--- src/rtl/sdr_port_arbiter.sv ---
// Round-robin front end for the SDR SDRAM control FSM: picks which egress FIFO
// the FSM serves next and keeps a saturating count of owed auto-refreshes.
module sdr_port_arbiter #(
    parameter int nr_of_ports     = 4,
    parameter int rfr_period      = 390,
    parameter int rfr_max_pending = 7
) (
    input  logic                   sdram_clk,
    input  logic                   sdram_rst,
    input  logic [nr_of_ports-1:0] fifo_empty_i,
    input  logic                   state_idle,
    input  logic                   cmd_aref,
    input  logic                   fifo_rd_adr,
    input  logic                   fifo_rd_data,
    output logic                   fifo_empty,
    output logic                   refresh_req,
    output logic [nr_of_ports-1:0] fifo_sel,
    output logic [1:0]             fifo_sel_bin,
    output logic [nr_of_ports-1:0] fifo_rd_adr_o,
    output logic [nr_of_ports-1:0] fifo_rd_data_o
);

    localparam int cnt_w = (rfr_period > 2) ? $clog2(rfr_period) : 1;

    typedef enum logic [1:0] {
        st_idle,
        st_busy,
        st_rearb
    } arb_state_t;

    arb_state_t       state_reg, state_next;
    logic [1:0]       grant_reg, grant_next;
    logic [cnt_w-1:0] rfr_cnt_reg;
    logic [2:0]       pending_reg, pending_next;
    logic             refresh_req_reg;
    logic             tick;

    // First non-empty port after 'from', wrapping so that 'from' itself is tried last.
    function automatic logic [1:0] next_port(input logic [1:0] from,
                                             input logic [nr_of_ports-1:0] empty);
        logic [1:0] res;
        int         idx;
        res = from;
        for (int k = nr_of_ports - 1; k >= 1; k--) begin
            idx = (int'(from) + k) % nr_of_ports;
            if (!empty[idx]) res = 2'(idx);
        end
        return res;
    endfunction

    always_ff @(posedge sdram_clk or posedge sdram_rst) begin
        if (sdram_rst) begin
            state_reg <= st_busy;
            grant_reg <= 2'd0;
        end else begin
            state_reg <= state_next;
            grant_reg <= grant_next;
        end
    end

    always_comb begin
        state_next = state_reg;
        grant_next = grant_reg;
        fifo_empty = fifo_empty_i[grant_reg];
        case (state_reg)
            st_idle: begin
                if (!state_idle)
                    state_next = st_busy;
                else if (fifo_empty_i[grant_reg])
                    grant_next = next_port(grant_reg, fifo_empty_i);
            end
            st_busy: begin
                if (state_idle) state_next = st_rearb;
            end
            st_rearb: begin
                // Hide the old port's flag while the grant moves on.
                fifo_empty = 1'b1;
                grant_next = next_port(grant_reg, fifo_empty_i);
                state_next = st_idle;
            end
            default: state_next = st_busy;
        endcase
    end

    generate
        for (genvar gi = 0; gi < nr_of_ports; gi++) begin : g_port
            assign fifo_sel[gi]       = (grant_reg == 2'(gi));
            assign fifo_rd_adr_o[gi]  = fifo_rd_adr & fifo_sel[gi];
            assign fifo_rd_data_o[gi] = fifo_rd_data & fifo_sel[gi];
        end
    endgenerate

    assign fifo_sel_bin = grant_reg;

    assign tick = (rfr_cnt_reg == cnt_w'(rfr_period - 1));

    always_comb begin
        pending_next = pending_reg;
        if (tick && !cmd_aref) begin
            if (pending_reg != 3'(rfr_max_pending)) pending_next = pending_reg + 3'd1;
        end else if (cmd_aref && !tick) begin
            // Acks issued by the init sequence arrive with nothing pending.
            if (pending_reg != 3'd0) pending_next = pending_reg - 3'd1;
        end
    end

    always_ff @(posedge sdram_clk or posedge sdram_rst) begin
        if (sdram_rst) begin
            rfr_cnt_reg     <= '0;
            pending_reg     <= 3'd0;
            refresh_req_reg <= 1'b0;
        end else begin
            rfr_cnt_reg     <= tick ? '0 : rfr_cnt_reg + cnt_w'(1);
            pending_reg     <= pending_next;
            refresh_req_reg <= (pending_reg != 3'd0);
        end
    end

    assign refresh_req = refresh_req_reg;

endmodule

--- config.mk ---
export PLATFORM = sky130hd
export DESIGN_NAME = sdr_port_arbiter
export DESIGN_NICKNAME = d
export VERILOG_FILES = /design/src/rtl/sdr_port_arbiter.sv
export SDC_FILE = /design/constraint.sdc
export NUM_CORES = 1
export LEC_CHECK = 0
export CAP_MARGIN = 20
export CORE_ASPECT_RATIO = 2
export CORE_MARGIN = 2
export CORE_UTILIZATION = 40
export DETAILED_ROUTE_END_ITERATION = 10
export GPL_ROUTABILITY_DRIVEN = 0
export PLACE_DENSITY = 0.69
export RECOVER_POWER = 25
export SYNTH_ARGS = -nofsm -noshare
export SYNTH_HDL_FRONTEND = slang
export SYNTH_SLANG_ARGS = --single-unit
--- constraint.sdc ---
create_clock -name sdram_clk -period 7.1 [get_ports sdram_clk]
set_input_delay 1.775 -clock sdram_clk [delete_from_list [all_inputs] [get_ports sdram_clk]]
set_output_delay 1.775 -clock sdram_clk [all_outputs]
set_load 0.01 [all_outputs]
== Yosys cells after proc, flatten, opt, wreduce, memory -nomap -nowiden ==
Cells that the tools add are included.
Word-level totals
  register bits after elaboration: 17
  latch bits: 0
  bits in writable memories: 0
  bits in read-only memories: 0
  bits of input ports: 10
  output and inout port bits: 16
  word-level logic and storage cells: 80
  memories kept: 0
Cells by class
  add/sub/neg operators: 6
  multipliers: 0
  divide/modulo/power cells: 0
  $lt $le $gt $ge: 4
  eq/ne operators: 12
  shift operators: 0
  muxes and demuxes: 26
  bitwise gates (word level): 11
  reductions and logical operators: 16
Operator list (number)
  $mux 2: 7
  $lt 3x4->1 const B: 3
  $mux 3: 4
  $add 9x1->9 const B: 1
  $eq 9x9->1 const B: 1
  $mux 9: 1
  $and 1x1->1: 8
  $bmux 1 s2: 4
  $mux 1: 8
  $ne 2x2->1 const B: 4
  $eq 2x2->1 const B: 3
  $pmux 2 s3: 1
  $reduce_and 3->1: 2
  $reduce_bool 2->1: 3
  $reduce_or 2->1: 3
  $add 2x2->2 const B: 2
  $eq 2x1->1 const B: 2
  $logic_not 2->1: 2
  $pmux 2 s2: 1
  $add 3x1->3 const B: 1
  $and 1x1->1 const A: 3
  $lt 2x3->1 const B: 1
  $ne 3x3->1 const B: 1
  $reduce_bool 3->1: 1
  6 further kinds: 8

== Logic depth before layout (Yosys ltp) ==
  depth after elaboration: 12
  gate-level depth with buffers: 11
  mapped depth without buffers: 10

== Worst setup path before layout ==
No wires, ideal clock.
  path type: input -> output
  start: input fifo_empty_i[3]
  end: output fifo_empty
  arrival time: 2534 ps
  data required time: 5325 ps
  setup slack: 2791 ps
  cell stages on the path: 2
  path buffers: 0
  cell sequence: mux4_2 or2_2
On the way
  cells in the longest elaborated chain, start to end: 3
RTL lines
  start: declaration: RTL line 10  | input logic [nr_of_ports-1:0] fifo_empty_i,
  $bmux 1 s2: RTL line 64  | fifo_empty = fifo_empty_i[grant_reg];
  $mux 1 (implied by the code): RTL line 64
  $mux 1: RTL line 65  | case (state_reg)
  end: declaration: RTL line 15  | output logic fifo_empty,
Every way passes these cells. The select of a mux whose other input is x is not followed.

== Final worst setup path ==
Same ends and word-level chain as after synthesis.

==> results.ini <==
[clocking]
clk_pin_slew_ns = 0.06
cts_setup_buffers = 0
h-tree-depth = 1
cts.sinks = 17
cts_resized = 0
cts_tree = yes
clock_latency_ns = 0.25
ctsLongestPathBuffers = 2
cts_hold_buf = 0
cts_root_buf = clkbuf_8
cts_buffers = 3

[timing]
period_share_pct = 75.6
drv_slew = 0
max_freq_mhz = 186
hold_viol = 0
rsz0062_at_grt = false
hold_ws_ns = 0.496
setup_viol = 0
worst_slack_ns = 1.74
period_minus_slack_ns = 5.36
slew_headroom_pct = 58.7
tightest_slew_ns = 0.618
skew_ns = 0.000849
setup_tns_ns = 0

[final_layout]
multi_input_area_um2 = 723
utilization_pct = 52.5
diodes = 0
largest_reg_flops = 9
seqCellArea_um2 = 427
drive_gt1_share_pct = 6.58
area_growth_syn_to_layout_pct = 26.3
fin_nets = 175
n_fill_cell = 278
finalInstanceArea_um2 = 1530

[power_and_ir_drop]
power.density_nw_per_um2 = 284
pwr-share-seq_pct = 31.4
p_comb_share_pct = 52.6
clockPowerShare_pct = 16.1
peakVddDrop_v = 0.000193
intPower_w = 0.000279
power_switching_w = 0.000154
swShare_pct = 35.6
p_leak_nw = 0.682

[placement]
dp_hpwl_mm = 1.94
dpl_cell_area_um2 = 1480
preCtsSetupSlack_ns = 1.76
portBuffers = 25

[global_routing]
grt_overflow = 0
grtUsageTotal_pct = 15.6
antenna_found_initial = 0
first_global_vias = 1012
grt_first_pass_wirelength_mm = 4.31
grt_max_degree = 18

[synth]
syn_inst = 125
synthArstFlopShare_pct = 100
synth_nets = 147
synth.cell_area_um2 = 1210
yosys_most_used_dff = dfrtp_1
avgSynthCellArea_um2 = 9.66
synth_seq_cells = 17
synth_xor_area_share_pct = 6.53
yosys-top-cells-area = dfrtp_1 33%, ha_1 11%, and2_1 4.7%, xnor2_1 3.6%, inv_1 3.1%
yosysSeqAreaShare_pct = 35.3
yosysWarnings = 0
synth_top_family_by_area = simple AND/OR/NAND/NOR gates
yosysTopAreaCell = dfrtp_1
synthMuxAreaShare_pct = 8.08
synth_adder_area_share_pct = 13.1
synth.top_cell.area_share_pct = 33.2
synth-simple-area-share_pct = 20.3
synth_cell_types = 40
synth-compound-area-share_pct = 11.9
synth_edf_count = 0

[run_status]
status = finished clean

[floorplan]
die_w_um = 42.9
coreArea_um2 = 2910
die-area_um2 = 3500
std_cell_rows = 28
ios = 26
start_util_pct = 41.5
die_y_um = 81.7

[drt]
wl_met1_um = 887
drt_iter0_drc = 17
ant_nets = 0
avgRoutedWirePerCell_um = 13.2
via_count = 1020
dr_wl_met3_um = 115
topRoutingLayerUsed = met4
drc_errors = 0
dr.pass1.iters = 5
routed_wirelength_mm = 2.40
wl_met2_mm = 1.36
viasPerCell = 5.60

[worst_setup_path]
crit_required_ns = 5.33
worst-path-max-fanout = 7
worst_ep_arrival_time_ns = 3.59
endpoint_kind = primary output
critPathLaunchType = primary input
worst-setup-path-type = in -> out

[hold_path]
min_path_type = reg -> reg

[run]
cap_violations = 0

-- cells in the final DEF (no fill, tap or decap), types with 2 or more instances in the layout --
cell	synthesis	routed
mux2i_1	3	3
clkbuf_8	0	3
clkdlybuf4s50_1	0	24
nand3_1	5	5
a32o_1	2	2
nor3_1	2	2
o221ai_1	2	2
inv_1	10	10
nand2b_1	3	3
dfrtp_1	16	16
nand2_1	7	7
xnor2_1	5	5
ha_1	11	11
o21ai_0	6	6
mux2_2	3	3
xor2_1	4	4
and3_1	2	2
a211oi_1	2	2
nor2_1	9	9
nor2b_1	3	3
and2_1	9	9
-- worst max-delay path, cell delays in order --
cell,delay [ns]
clkdlybuf4s50_1,0.52
mux4_2,0.53
or2_2,0.28
clkdlybuf4s50_1,0.48
-- power by group through the flow --
stage	Combinational (W)	Clock [W]	Sequential (W)
2_1_floorplan	0.000153	0	0.000125
3_3_place_gp	0.000225	0	0.000135
6_report	0.000228	0.0000697	0.000136
4_1_cts	0.000232	0.0000723	0.000136
5_1_grt	0.000251	0.0000776	0.000141
3_5_place_dp	0.000231	0	0.000138
-- kinds of logic (layout without fill, tap and decap cells) --
logic type                 count (synthesis)  in the layout
buffers and inverters                     13             40
and+or+nand+nor                           46             46
muxes                                      8              8
adders and majority gates                 12             12
AOI/OAI and AO/OA                         20             20
DFF                                       17             17
xor gates and xnor gates                   9              9
-- stage by stage --
| step | instances | total power, W |
|---|---|---|
| 4_1_cts | 182 | 0.000441 |
| 3_5_place_dp | 178 | 0.000369 |
| 6_report | 182 | 0.000433 |
| 2_1_floorplan | 125 | 0.000279 |
| 3_3_place_gp | 178 | 0.000360 |
| 5_1_grt | 182 | 0.000470 |
-- layout make-up --
type	count	area share, %
Multi-Input combinational cell	95	47.4
Clock inverter	1	0.328
Inverter	10	2.46
Sequential cell	17	28.0
Clock buffer	3	2.71
Tap cell	30	2.46
Timing Repair Buffer	26	16.7
-- final timing paths --
check	from	end	slack, ns	cells past startpoint
setup / recovery	fifo_empty_i[3]	fifo_empty	1.74	4
hold / removal	rfr_cnt_reg[6]	rfr_cnt_reg[6]	0.50	1
setup reg to reg	rfr_cnt_reg[1]	pending_reg[2]	4.20	11
hold reg to reg	rfr_cnt_reg[6]	rfr_cnt_reg[6]	0.50	1
max in group asynchronous	sdram_rst	rfr_cnt_reg[4]	4.66	2
min in group asynchronous	sdram_rst	pending_reg[1]	2.04	2
-- layer usage --
metal	GRT usage [%]	up-vias
met5	0	-
met4	8.75	0
met3	1.76	4
met2	29.7	35
met1	15.9	494
li1	-	487
-- cell usage after synthesis, drive strengths merged, types with 2 or more instances --
library cell  count
and2              9
nand2b            3
mux2i             3
o21ai             6
xor2              4
ha               11
nor3              2
inv              10
a211oi            2
buf               2
nand3             5
nor2              9
nor2b             3
nand2             7
and3              2
o221ai            2
dfrtp            16
xnor2             5
a32o              2
mux2              4
Note: power is estimated with default switching activity, not from simulation.
